==> config.mk <==
export PLATFORM = sky130hd
export DESIGN_NAME = sig_filter_ctrl
export DESIGN_NICKNAME = d
export VERILOG_FILES = /design/src/rtl/sig_filter_ctrl_pkg.sv /design/src/rtl/sig_filter_chan.sv /design/src/rtl/sig_filter_ctrl.sv
export SDC_FILE = /design/constraint.sdc
export NUM_CORES = 1
export LEC_CHECK = 0
export ABC_CLOCK_PERIOD_IN_PS = 2650
export CORE_ASPECT_RATIO = 2
export CORE_MARGIN = 5
export CORE_UTILIZATION = 55
export DETAILED_ROUTE_END_ITERATION = 6
export GPL_TIMING_DRIVEN = 0
export PLACE_DENSITY_LB_ADDON = 0.15
export RECOVER_POWER = 100
export SLEW_MARGIN = 10
export SYNTH_ARGS = -nofsm -noshare
export SYNTH_HDL_FRONTEND = slang
export SYNTH_SLANG_ARGS = --single-unit
==> constraint.sdc <==
create_clock -name clk_50mhz_in -period 2.65 [get_ports clk_50mhz_in]
set_input_delay 0.265 -clock clk_50mhz_in [delete_from_list [all_inputs] [get_ports clk_50mhz_in]]
set_output_delay 0.265 -clock clk_50mhz_in [all_outputs]
set_load 0.01 [all_outputs]
==> src/rtl/sig_filter_ctrl_pkg.sv <==
// Shared constants and event-word layout for the signal filter controller.
package sig_filter_ctrl_pkg;

    // Default width of the per-channel counter and length register.
    localparam int unsigned SFC_CNT_W       = 16;
    // Filter length loaded at reset: 1 us at 50 MHz.
    localparam int unsigned SFC_DEFAULT_LEN = 50;
    // Default depth of the event FIFO.
    localparam int unsigned SFC_FIFO_DEPTH  = 4;

    // Event word layout is {ch, level}: level in bit 0, channel index above it.
    localparam int unsigned EVT_LEVEL_POS   = 0;
    localparam int unsigned EVT_CH_LSB      = 1;

    // Width of a channel index; never narrower than one bit.
    function automatic int unsigned ch_width(input int unsigned num_ch);
        return (num_ch > 1) ? $clog2(num_ch) : 1;
    endfunction

endpackage

==> src/rtl/sig_filter_chan.sv <==
// One filtered channel: 2-flop synchronizer, mismatch counter, length register
// and the filtered output level.
module sig_filter_chan import sig_filter_ctrl_pkg::*; #(
    parameter int unsigned CNT_W       = SFC_CNT_W,
    parameter int unsigned DEFAULT_LEN = SFC_DEFAULT_LEN
) (
    input  logic             i_clk,
    input  logic             i_rst,
    input  logic             i_sig,
    input  logic             i_cfg_wr,
    input  logic [CNT_W-1:0] i_cfg_len,
    output logic             o_level,
    output logic             o_fire,
    output logic             o_new_level
);

    logic             r_sync1;
    logic             r_sync2;
    logic             r_level;
    logic [CNT_W-1:0] r_cnt;
    logic [CNT_W-1:0] r_len;
    logic             w_mismatch;
    logic             w_fire;

    // The output flips once the synchronized input has disagreed for len+1 cycles.
    assign w_mismatch  = (r_sync2 != r_level);
    assign w_fire      = w_mismatch && (r_cnt >= r_len);
    assign o_level     = r_level;
    assign o_fire      = w_fire;
    assign o_new_level = r_sync2;

    // Synchronizer, length register, counter and filtered level.
    always_ff @(posedge i_clk) begin
        if (i_rst) begin
            r_sync1 <= 1'b0;
            r_sync2 <= 1'b0;
            r_level <= 1'b0;
            r_cnt   <= '0;
            r_len   <= CNT_W'(DEFAULT_LEN);
        end else begin
            r_sync1 <= i_sig;
            r_sync2 <= r_sync1;
            // A length write leaves the running count alone.
            if (i_cfg_wr) begin
                r_len <= i_cfg_len;
            end
            if (w_fire) begin
                r_level <= r_sync2;
                r_cnt   <= '0;
            end else if (w_mismatch) begin
                if (r_cnt != '1) begin
                    r_cnt <= r_cnt + 1'b1;
                end
            end else begin
                r_cnt <= '0;
            end
        end
    end

endmodule

==> src/rtl/sig_filter_ctrl.sv <==
// Multi-channel glitch filter with a round-robin edge-event scheduler and FIFO.
module sig_filter_ctrl import sig_filter_ctrl_pkg::*; #(
    parameter  int unsigned NUM_CH      = 4,
    parameter  int unsigned CNT_W       = SFC_CNT_W,
    parameter  int unsigned DEFAULT_LEN = SFC_DEFAULT_LEN,
    parameter  int unsigned FIFO_DEPTH  = SFC_FIFO_DEPTH,
    localparam int unsigned CH_W        = ch_width(NUM_CH)
) (
    input  logic              clk_50mhz_in,
    input  logic              rst_in,
    input  logic [NUM_CH-1:0] sig_in,
    output logic [NUM_CH-1:0] sig_out,
    input  logic              cfg_wr,
    input  logic [CH_W-1:0]   cfg_ch,
    input  logic [CNT_W-1:0]  cfg_len,
    output logic              evt_valid,
    input  logic              evt_ready,
    output logic [CH_W-1:0]   evt_ch,
    output logic              evt_level,
    output logic              evt_ovf,
    input  logic              ovf_clr
);

    localparam int unsigned EVT_W  = CH_W + 1;
    localparam int unsigned PTR_W  = (FIFO_DEPTH > 1) ? $clog2(FIFO_DEPTH) : 1;
    localparam int unsigned FCNT_W = $clog2(FIFO_DEPTH + 1);

    logic [NUM_CH-1:0] w_fire;
    logic [NUM_CH-1:0] w_new_level;
    logic [NUM_CH-1:0] r_pend;
    logic [NUM_CH-1:0] r_plev;
    logic [CH_W-1:0]   r_ptr;
    logic              r_ovf;
    logic [EVT_W-1:0]  r_mem [FIFO_DEPTH];
    logic [PTR_W-1:0]  r_wr_ptr;
    logic [PTR_W-1:0]  r_rd_ptr;
    logic [FCNT_W-1:0] r_count;
    logic              w_sel_found;
    logic [CH_W-1:0]   w_sel;
    logic              w_pop;
    logic              w_full;
    logic              w_push;
    logic [NUM_CH-1:0] w_push_oh;
    logic [NUM_CH-1:0] w_lost;
    logic [EVT_W-1:0]  w_entry;
    logic [EVT_W-1:0]  w_head;

    for (genvar g = 0; g < NUM_CH; g++) begin : g_chan
        sig_filter_chan #(
            .CNT_W      (CNT_W),
            .DEFAULT_LEN(DEFAULT_LEN)
        ) u_chan (
            .i_clk      (clk_50mhz_in),
            .i_rst      (rst_in),
            .i_sig      (sig_in[g]),
            .i_cfg_wr   (cfg_wr && (cfg_ch == CH_W'(g))),
            .i_cfg_len  (cfg_len),
            .o_level    (sig_out[g]),
            .o_fire     (w_fire[g]),
            .o_new_level(w_new_level[g])
        );
    end

    // Channel reached k steps after the pointer, wrapping at NUM_CH.
    function automatic int unsigned rr_idx(input logic [CH_W-1:0] ptr, input int unsigned k);
        return (32'(ptr) + k) % NUM_CH;
    endfunction

    // Pick the first pending channel at or after the round-robin pointer.
    always_comb begin
        w_sel_found = 1'b0;
        w_sel       = '0;
        for (int unsigned k = 0; k < NUM_CH; k++) begin
            for (int unsigned c = 0; c < NUM_CH; c++) begin
                if (!w_sel_found && r_pend[c] && (rr_idx(r_ptr, k) == c)) begin
                    w_sel_found = 1'b1;
                    w_sel       = CH_W'(c);
                end
            end
        end
    end

    // A full FIFO still accepts a push when the head leaves on the same edge.
    assign w_pop     = evt_valid && evt_ready;
    assign w_full    = (r_count == FCNT_W'(FIFO_DEPTH));
    assign w_push    = w_sel_found && (!w_full || w_pop);
    assign evt_valid = (r_count != '0);
    assign evt_ovf   = r_ovf;
    assign w_head    = r_mem[r_rd_ptr];
    assign evt_ch    = w_head[EVT_CH_LSB +: CH_W];
    assign evt_level = w_head[EVT_LEVEL_POS];

    // Per-channel push strobe, lost-event detection and the FIFO entry to write.
    always_comb begin
        w_push_oh = '0;
        for (int unsigned c = 0; c < NUM_CH; c++) begin
            w_push_oh[c] = w_push && (w_sel == CH_W'(c));
        end
        // A transition lands on an already-pending channel that is not leaving now.
        w_lost                        = w_fire & r_pend & ~w_push_oh;
        w_entry                       = '0;
        w_entry[EVT_CH_LSB +: CH_W]   = w_sel;
        w_entry[EVT_LEVEL_POS]        = r_plev[w_sel];
    end

    // Pending flags, latched levels, round-robin pointer and sticky overflow.
    always_ff @(posedge clk_50mhz_in) begin
        if (rst_in) begin
            r_pend <= '0;
            r_plev <= '0;
            r_ptr  <= '0;
            r_ovf  <= 1'b0;
        end else begin
            r_pend <= (r_pend & ~w_push_oh) | w_fire;
            r_plev <= (r_plev & ~w_fire) | (w_new_level & w_fire);
            if (w_push) begin
                r_ptr <= (32'(w_sel) == NUM_CH - 1) ? '0 : w_sel + 1'b1;
            end
            // Set wins over clear.
            if (|w_lost) begin
                r_ovf <= 1'b1;
            end else if (ovf_clr) begin
                r_ovf <= 1'b0;
            end
        end
    end

    // Event FIFO pointers and occupancy.
    always_ff @(posedge clk_50mhz_in) begin
        if (rst_in) begin
            r_wr_ptr <= '0;
            r_rd_ptr <= '0;
            r_count  <= '0;
        end else begin
            if (w_push) begin
                r_wr_ptr <= (r_wr_ptr == PTR_W'(FIFO_DEPTH - 1)) ? '0 : r_wr_ptr + 1'b1;
            end
            if (w_pop) begin
                r_rd_ptr <= (r_rd_ptr == PTR_W'(FIFO_DEPTH - 1)) ? '0 : r_rd_ptr + 1'b1;
            end
            if (w_push && !w_pop) begin
                r_count <= r_count + 1'b1;
            end else if (!w_push && w_pop) begin
                r_count <= r_count - 1'b1;
            end
        end
    end

    // FIFO storage; contents are don't-care while the slot is empty.
    always_ff @(posedge clk_50mhz_in) begin
        if (w_push && !rst_in) begin
            r_mem[r_wr_ptr] <= w_entry;
        end
    end

endmodule

### Word level (Yosys, flattened, before mapping)

Memories as Yosys holds them, arrays and structs flattened. A register that Yosys moved wholly into a read port is not among the register bits.
Index checks and enable logic that the tools add are counted.

| word-level totals | value |
|---|---|
| register bits after elaboration | 158 |
| RAM bits | 12 |
| input port bits | 27 |
| output and inout bits | 9 |
| logic and storage cells | 213 |
| memories | 1 |

| operators by class | value |
|---|---|
| add/subtract/negate cells | 12 |
| $lt $le $gt $ge | 5 |
| eq/ne operators | 29 |
| multiplexer cells | 44 |
| bitwise operators | 13 |
| reduce and logical (&&, ||, !) cells | 82 |

Memory list:

| memory | words | width | rd ports | clocked after memory_dff | write ports | line | RTL |
|---|---|---|---|---|---|---|---|
| r_mem | 4 | 3 | 1 | 1 | 1 | sig_filter_ctrl.sv:34 | `logic [EVT_W-1:0] r_mem [FIFO_DEPTH];` |

Operators by type and width:

| operator | count |
|---|---|
| logical NOT 32 bit | 4 |
| adder 16 x 1 -> 16 bit (second input constant) | 4 |
| greater-or-equal comparator 16 bit | 4 |
| inequality test 16 bit (second input constant) | 4 |
| logical AND 1 bit | 48 |
| two-way mux 2 bit | 19 |
| == test 2 bit (second input constant) | 14 |
| two-way mux 1 bit | 22 |
| bitwise AND 4 bit | 5 |
| logical NOT 1 bit | 19 |
| == test 2 x 1 -> 1 bit (second input constant) | 6 |
| OR reduction 3 bit | 4 |
| adder 2 x 1 -> 2 bit (second input constant) | 4 |
| inverter 4 bit | 2 |
| OR 4 bit | 2 |
| two-way mux 3 bit | 2 |
| adder 2 bit (second input constant) | 2 |
| logical NOT 2 bit | 2 |
| inequality test 1 bit | 4 |
| inverter 1 bit | 4 |
| nonzero test 2 bit | 2 |
| OR reduction 4 bit | 1 |
| adder 3 x 1 -> 3 bit (second input constant) | 1 |
| == test 3 bit (second input constant) | 1 |
| other kinds (5) | 5 |

### Longest topological paths before layout

Gate-level depths: netlist (run 1).

| logic depth | value |
|---|---|
| depth in word-level cells | 69 |
| gate-level depth with buffers | 10 |
| depth with buffers taken out | 9 |

### By module

Synthesis (run 1) repeated with hierarchy kept, for this count alone.

| unflattened totals | value |
|---|---|
| cell total of the unflattened synthesis | 979 |
| area, all modules | 8843.5 µm² |

Modules (own cells, without submodules):

| module | instances | cells an instance | area an instance (µm²) | sequential area each (µm²) |
|---|---|---|---|---|
| sig_filter_chan | 4 | 207 | 1814.2 | 700.7 |
| sig_filter_ctrl | 1 | 151 | 1586.5 | 760.7 |

### Least setup slack after synthesis (run 1)

OpenSTA, ideal clock, no wires.

| path | value |
|---|---|
| kind | reg2reg |
| start point | register r_count[0] |
| end point | register r_count[2] |
| setup time | 0.070 ns |
| arrival | 2.329 ns |
| data required time | 2.580 ns |
| slack | 0.250 ns |
| cell stages (with the launch flop) | 10 |
| buffers on the path | 0 |
| period minus slack after synthesis | 2.400 ns |
| path through | dfxtp_1 or4b_2 o41ai_1 inv_1 ha_1 inv_1 fa_1 xor2_1 or3_1 a21oi_1 |

| on the way | value |
|---|---|
| longest elaborated chain between the ends | 7 |
| elaborated cells on any way between the ends | 15 |
| those cells by class | add/sub: 2; eq/ne: 1; mux: 2; reduce/logical: 10 |

RTL lines:

| element | line | RTL |
|---|---|---|
| start, declared | sig_filter_ctrl.sv:37 | `logic [FCNT_W-1:0] r_count;` |
| start signal, assigned | sig_filter_ctrl.sv:142 | `r_count <= r_count + 1'b1;` |
| start signal, assigned | sig_filter_ctrl.sv:144 | `r_count <= r_count - 1'b1;` |
| parallel branches: the longest is 7 deep, another holds subtractor 3 x 1 -> 3 bit | n/a |  |

Several ways; the timed one is not identified. The select of a mux whose other input is x is not followed.
A chain may end at the register's enable or synchronous reset.

### Worst setup path after layout (run 1)

| path | value |
|---|---|
| start point | register g_chan[2].u_chan.r_cnt[4] |
| end point | register g_chan[2].u_chan.r_cnt[6] |

| on the way | value |
|---|---|
| longest elaborated chain between the ends | 3 |
| elaborated cells on any way between the ends | 5 |
| those cells by class | add/sub: 1; order compare: 1; eq/ne: 1; reduce/logical: 2 |

RTL lines:

| element | line | RTL |
|---|---|---|
| start, declared | sig_filter_chan.sv:20 | `logic [CNT_W-1:0] r_cnt;` |
| start signal, assigned | sig_filter_chan.sv:52 | `r_cnt <= r_cnt + 1'b1;` |
| greater-or-equal comparator 16 bit | sig_filter_chan.sv:27 | `assign w_fire = w_mismatch && (r_cnt >= r_len);` |
| logical AND 1 bit | sig_filter_chan.sv:27 |  |
| OR reduction 3 bit (no line) | n/a |  |

Several ways; a longest one is shown, not always the timed one.

==> run metrics, run 1 <==
status finished, final reports clean; delay-heaviest family, CP compound AO/OA/AOI/OAI gates; RSZ-0062 raised after global routing false; clock share of power 0.458; switching pwr 1.37 mW; Synth Area in XOR/XNOR 0.0532; Seq cells post-synth 168; compound-gate portion of the synthesized area 0.122; multi-input logic area 4490 sq um; worst skew pair latency 0.43 ns; CP arrival 2.89 ns; clock root buffer master clkbuf_16; top post-synthesis cells by area dfxtp_1 37%, ha_1 11%, nand2_1 7.3%, a21oi_1 5.7%, edfxtp_1 4.3%; WHS Endpoint g_chan[0].u_chan.r_sync1; HP Start sig_in[0]; Ports 36; CP max-delay cell or3b_1; setup TNS 0 ns; Internal Power 4.58 mW; Port Buffers 34; Routed Antenna Nets 0; layout cell share with drive strength beyond 1 0.0579; power density over cell area 614 nW/um^2; CTS buffer count 17; DRC Markers 0; Max Clock Freq 0.395 GHz; most used flip-flop cell after synthesis dfxtp_1; Setup Viol. Count Final 0; worst-path maximum fanout 10; min-delay worst type in2reg; crit-path cells ha_1 -> a21o_1 -> a2111oi_1 -> o21a_1 -> o21ai_1 -> or3b_1 -> buf_4 -> nor2_1; minimum clock period 2.53 ns; # clock sinks 168; CORE AREA 15100 sq um; slew margin rel. 0.346; die height 185 um; CTS H-tree depth 4; Max stage delay on crit path 0.53 ns; Ant. Diodes 0; Vias/cell 5.43; Comb pwr share 0.089; Setup Skew 0.00897 ns; num rows 64; final hold vios 0; Seq pwr share 0.454; Synth area leader dfxtp_1; Leakage 3.75 nW; syn nets 1091; FFs w/ async S/R, synth 0; Critical R2R Capture g_chan[2].u_chan.r_cnt[6]; CP startpoint kind flop; vias in the first global route 6661; GPL Wtd Cong 0.871; nets@finish 1144; Total Power 5.95 mW; CTS tree built; Post-synth EDFFs 12; die width 97.4 um; fin crit share 0.956; share of the synthesized area in the top cell type 0.372; Worst-Margin Slew 0.979 ns; initial antenna violation count 0; largest family of logic cells by synthesized area simple AND/OR/NAND/NOR gates; Post-Syn Instances 988; R2R depth 8; kind of critical path reg2reg; hold depth 2; sequential area share after synthesis 0.415; adder-cell share of the synthesized area 0.114; maxcap violations 0; Setup WS pre-CTS -0.373 ns; Synth cell types 61; Layout fillers 1320; via count 6791; endpoint class of the critical path flop; Starting Density 0.555; post-synthesis instance area 8400 sq um; DIE AREA 18000 sq um; register area 3490 sq um; detailed-placement wirelength estimate 14200 um; gr usage total 0.220; crit path buf inv count 1; post-synthesis simple-gate area fraction 0.215; post-synthesis mux area share 0.0250; Slew Limit Fails 0; grt total ovfl 0; Worst Path Required 3.01 ns; r2r startpoint g_chan[2].u_chan.r_cnt[4]; Avg Inst Size Synth 8.51 sq um; Sw Share 0.230; Clock Tree Buf Depth 2; wire per inst 15.3 um; 1st-iter DRT viols 298; hold buffers post-CTS 0; Final WS setup 0.118 ns; Worst R2R Setup Slack 0.12 ns; yosys warns 0; Clock transition at path regs 0.06 ns; largest net degree at the start of global routing 17; routed wire length 19100 um; TritonRoute pass-1 iters 5; first-pass GRT wire length 32000 um; Area Growth Syn to Fin 15.2%; Max rail drop VDD 437 uV
-- synthesized netlist by cell type (all sizes together), types with 3 or more instances --
| cell type | n |
|---|---|
| dfxtp | 156 |
| mux2i | 12 |
| buf | 10 |
| and2 | 5 |
| or3 | 6 |
| and4 | 8 |
| nand4 | 19 |
| a21o | 6 |
| a21oi | 96 |
| inv | 77 |
| o21ai | 20 |
| a211o | 11 |
| nor2b | 14 |
| xnor2 | 24 |
| and3 | 13 |
| nand3 | 28 |
| clkbuf | 29 |
| nand3b | 4 |
| a211oi | 5 |
| nand2b | 8 |
| mux4 | 3 |
| edfxtp | 12 |
| ha | 75 |
| or3b | 5 |
| nor3 | 17 |
| o21a | 4 |
| nor3b | 5 |
| a31oi | 5 |
| nand2 | 164 |
| o2111ai | 4 |
| nor2 | 87 |
| xor2 | 27 |
-- power groups by stage --
stage          sequential, mW  clock, mW  combinational (mW)
2_1_floorplan            2.74          0               0.338
3_3_place_gp             2.75          0               0.521
3_5_place_dp             2.76          0               0.536
4_1_cts                  2.70       2.75               0.540
5_1_grt                  2.71       2.86               0.593
6_report                 2.70       2.72               0.527
-- flip-flops by register name, summed over array words and instances (netlist names), 3 cells and up, named ones only --
register and flops:
g_chan.u_chan.o_level 4, g_chan.u_chan.o_new_level 4, r_mem 12, g_chan.u_chan.r_sync1 4
r_count 3, g_chan.u_chan.r_cnt 64, g_chan.u_chan.r_len 64, r_pend 4
-- per-layer routing --
metal	global-route usage	up-vias	routed length, um
met4	0.0904	0	447
li1	-	3470	-
met5	0	-	0
met2	0.391	126	9810
met1	0.266	3167	8230
met3	0.0298	28	629
-- metrics by stage --
stage | utilization | cell area (sq um) | std cells | hold slack (ns)
5_1_grt | 0.640 | 9680 | 1251 | 0.395
3_3_place_gp | 0.594 | 8990 | 1220 | 0.418
6_report | 0.640 | 9680 | 1251 | 0.394
3_5_place_dp | 0.594 | 8990 | 1220 | 0.427
4_1_cts | 0.638 | 9660 | 1252 | 0.385
2_1_floorplan | - | 8400 | 988 | 0.383
-- layout by cell type, fill, tap and decap left out, types with 12 or more instances in the layout --
cell | Yosys | final
nand2_1 | 164 | 164
dfxtp_1 | 156 | 153
a21oi_1 | 96 | 95
nor2_1 | 87 | 87
inv_1 | 77 | 77
ha_1 | 75 | 75
clkbuf_1 | 29 | 31
nand3_1 | 28 | 28
xor2_1 | 27 | 27
xnor2_1 | 24 | 24
clkdlybuf4s50_1 | 0 | 23
nand4_1 | 19 | 19
o21ai_0 | 18 | 18
nor3_1 | 17 | 17
clkbuf_16 | 0 | 17
nor2b_1 | 14 | 14
and3_1 | 13 | 13
mux2i_1 | 12 | 12
edfxtp_1 | 12 | 12
-- worst max-delay path by stage --
stage	slack (ns)	endpoint	cells after the start	start
global placement	-0.32	r_count[2]	10	evt_ready
floorplan	0.25	r_count[2]	9	r_count[0]
finish	0.12	g_chan[2].u_chan.r_cnt[6]	8	g_chan[2].u_chan.r_cnt[4]
detailed placement	-0.37	r_count[2]	10	evt_ready
global route	0.02	g_chan[2].u_chan.r_cnt[3]	9	g_chan[2].u_chan.r_len[4]
CTS	0.003	r_count[2]	9	r_count[0]
-- logic make-up after synthesis --
kind of cell / after synthesis
AO/OA/AOI/OAI: 170
XOR/XNOR: 51
adder cells (fa/ha/maj): 76
buffers and inverters: 116
flip-flops: 168
multiplexers: 17
AND/OR/NAND/NOR: 390
-- area by class of cell --
type,count,area share
tap,198,0.0256
multi-input combinational,704,0.464
inverter,77,0.0298
clock buffer,20,0.0461
buffer,37,0.0181
timing repair buffer,36,0.0363
sequential,168,0.360
clock inverter,11,0.0203
-- timing repair --
action                                 4_1_cts  5_1_grt
pin swaps                                    1        3
setup endpoints to repair                   18       40
resized for setup                            2        8
endpoints found under the hold margin        0        0
setup buffers                                2        0
Note: power is estimated with default switching activity, not from simulation.
==> run 2, diff against run 1 <==
==> constraint.sdc (replaced) <==
create_clock -name clk_50mhz_in -period 2.65 [get_ports clk_50mhz_in]
set_input_delay 0.265 -clock clk_50mhz_in [delete_from_list [all_inputs] [get_ports clk_50mhz_in]]
set_output_delay 0.265 -clock clk_50mhz_in [all_outputs]
set_load 0.02 [all_outputs]
==> results of run 2 <==
Same layout as run 1 (identical final DEF). Status: finished, final reports clean.
Among the figures that moved: total power 5.95 mW -> 5.97 mW
==> run 3, diff against run 2 <==
--- a/config.mk
+++ b/config.mk
@@ -7,8 +7,8 @@
 export LEC_CHECK = 0
 export ABC_CLOCK_PERIOD_IN_PS = 2650
 export CORE_ASPECT_RATIO = 2
-export CORE_MARGIN = 5
 export CORE_UTILIZATION = 55
+export CTS_CLUSTER_DIAMETER = 40
 export DETAILED_ROUTE_END_ITERATION = 6
 export GPL_TIMING_DRIVEN = 0
 export PLACE_DENSITY_LB_ADDON = 0.15
==> run 3 against run 2 <==
Net effect: fmax is 0.12% higher; worst hold slack got worse by 0.0045 ns; sequential power barely moved; utilization grew 1.2 points; highest routed layer unchanged; die area decreased by 12%; global-route usage increased by 3.7 points; clock-buffer cell count shrank 1.
==> run metrics, run 3 (synthesis gave the netlist of run 1 again) <==
status finished, final reports clean; Slew Limit Fails 0; die height 177 um; fin crit share 0.954; minimum clock period 2.53 ns; vias in the first global route 6440; Routed Antenna Nets 0; Setup Viol. Count Final 0; grt total ovfl 0; Vias/cell 5.52; multi-input logic area 4490 sq um; worst-path maximum fanout 7; Setup WS pre-CTS -0.313 ns; DIE AREA 15800 sq um; Worst R2R Setup Slack 0.12 ns; routed wire length 18800 um; 1st-iter DRT viols 288; register area 3480 sq um; Max Clock Freq 0.395 GHz; Leakage 3.76 nW; commonest non-fill, non-tap cell in the layout nand2_1; num rows 63; nets@finish 1144; slew margin rel. 0.259; Port Buffers 34; via count 6896; TritonRoute pass-1 iters 7; GPL Wtd Cong 0.863; Clock transition at path regs 0.06 ns; DRC Markers 0; maxcap violations 0; # clock sinks 168; die width 89.4 um; Ports 36; r2r startpoint r_count[0]; hold depth 2; first-pass GRT wire length 30500 um; R2R depth 9; worst skew pair latency 0.43 ns; final hold vios 0; Ant. Diodes 0; hold buffers post-CTS 0; Clock Tree Buf Depth 2; detailed-placement wirelength estimate 14100 um; CTS tree built; initial antenna violation count 0; layout cell share with drive strength beyond 1 0.0607; HP Start sig_in[0]; min-delay worst type in2reg; biggest regs g_chan.u_chan.r_cnt x64, g_chan.u_chan.r_len x64, r_mem x12; gr usage total 0.256; largest net degree at the start of global routing 17; Max rail drop VDD 434 uV; WHS Endpoint g_chan[0].u_chan.r_sync1; Area Growth Syn to Fin 15.6%; CORE AREA 14900 sq um; power density over cell area 624 nW/um^2; Layout fillers 1282; most frequent cells in the layout 164 x nand2_1, 156 x dfxtp_1, 95 x a21oi_1; Worst-Margin Slew 1.11 ns; CP arrival 2.88 ns; Worst Path Required 3.00 ns; Critical R2R Capture r_count[2]; setup TNS 0 ns; Final WS setup 0.121 ns; CTS H-tree depth 4; CP startpoint kind flop; Setup Skew 0.00952 ns; endpoint class of the critical path flop; clock root buffer master clkbuf_16; Starting Density 0.564; kind of critical path reg2reg; CTS buffer count 17; wire per inst 15.0 um
run 3: critical path, cell delays in order, from the launching register on:
cell and delay, ns:
dfxtp_1 0.35, or4b_2 0.75, o41ai_2 0.16, inv_1 0.18, ha_1 0.25, inv_1 0.07
fa_1 0.17, xor2_1 0.08, or3_1 0.31, a21oi_1 0.14
run 3: worst max path at each step:
stage,from,end,slack (ns),cells past startpoint
2_1_floorplan,r_count[0],r_count[2],0.25,9
3_3_place_gp,evt_ready,r_count[2],-0.29,10
3_5_place_dp,evt_ready,r_count[2],-0.31,10
4_1_cts,g_chan[0].u_chan.r_cnt[10],g_chan[0].u_chan.r_cnt[0],0.01,8
5_1_grt,r_count[0],r_count[2],-0.02,9
6_report,r_count[0],r_count[2],0.12,9
run 3: per-layer routing:
metal	up-vias	global-route usage	wire, um
met5	-	0	0
met4	0	0.118	733
met3	58	0.0499	619
met2	138	0.460	10000
met1	3220	0.281	7390
li1	3480	-	-
run 3: layout make-up:
type	count	area share
multi-input cells	704	0.462
flip-flops and latches	168	0.358
clock buffers	19	0.0489
repair buffers	37	0.0373
inverters	77	0.0297
well taps	195	0.0251
clock inverters	13	0.0205
plain buffers	36	0.0179
run 3: where the power goes:
group / leakage (nW) / internal [mW] / switching [mW] / total [mW]
sequential: 1.38 / 2.63 / 0.0635 / 2.70
clock: 0.324 / 1.72 / 1.09 / 2.81
combinational: 2.06 / 0.258 / 0.306 / 0.564
total: 3.76 / 4.61 / 1.46 / 6.07
run 3: what timing repair did:
| action | CTS | global route |
|---|---|---|
| setup buffers | 1 | 2 |
| gates resized for setup | 4 | 6 |
| endpoints found under the setup margin | 18 | 33 |
| pin swaps | 1 | 0 |
run 3: through the flow:
stage / instance area, sq um / hold WS (ns) / power [mW] / std cells / util
after floorplan: 8400 / 0.383 / 3.10 / 988 / -
after global placement: 8990 / 0.421 / 3.31 / 1217 / 0.603
after detailed placement: 8990 / 0.420 / 3.31 / 1217 / 0.603
after CTS: 9690 / 0.387 / 6.11 / 1249 / 0.650
after global routing: 9720 / 0.395 / 6.28 / 1249 / 0.652
final: 9720 / 0.390 / 6.07 / 1249 / 0.652
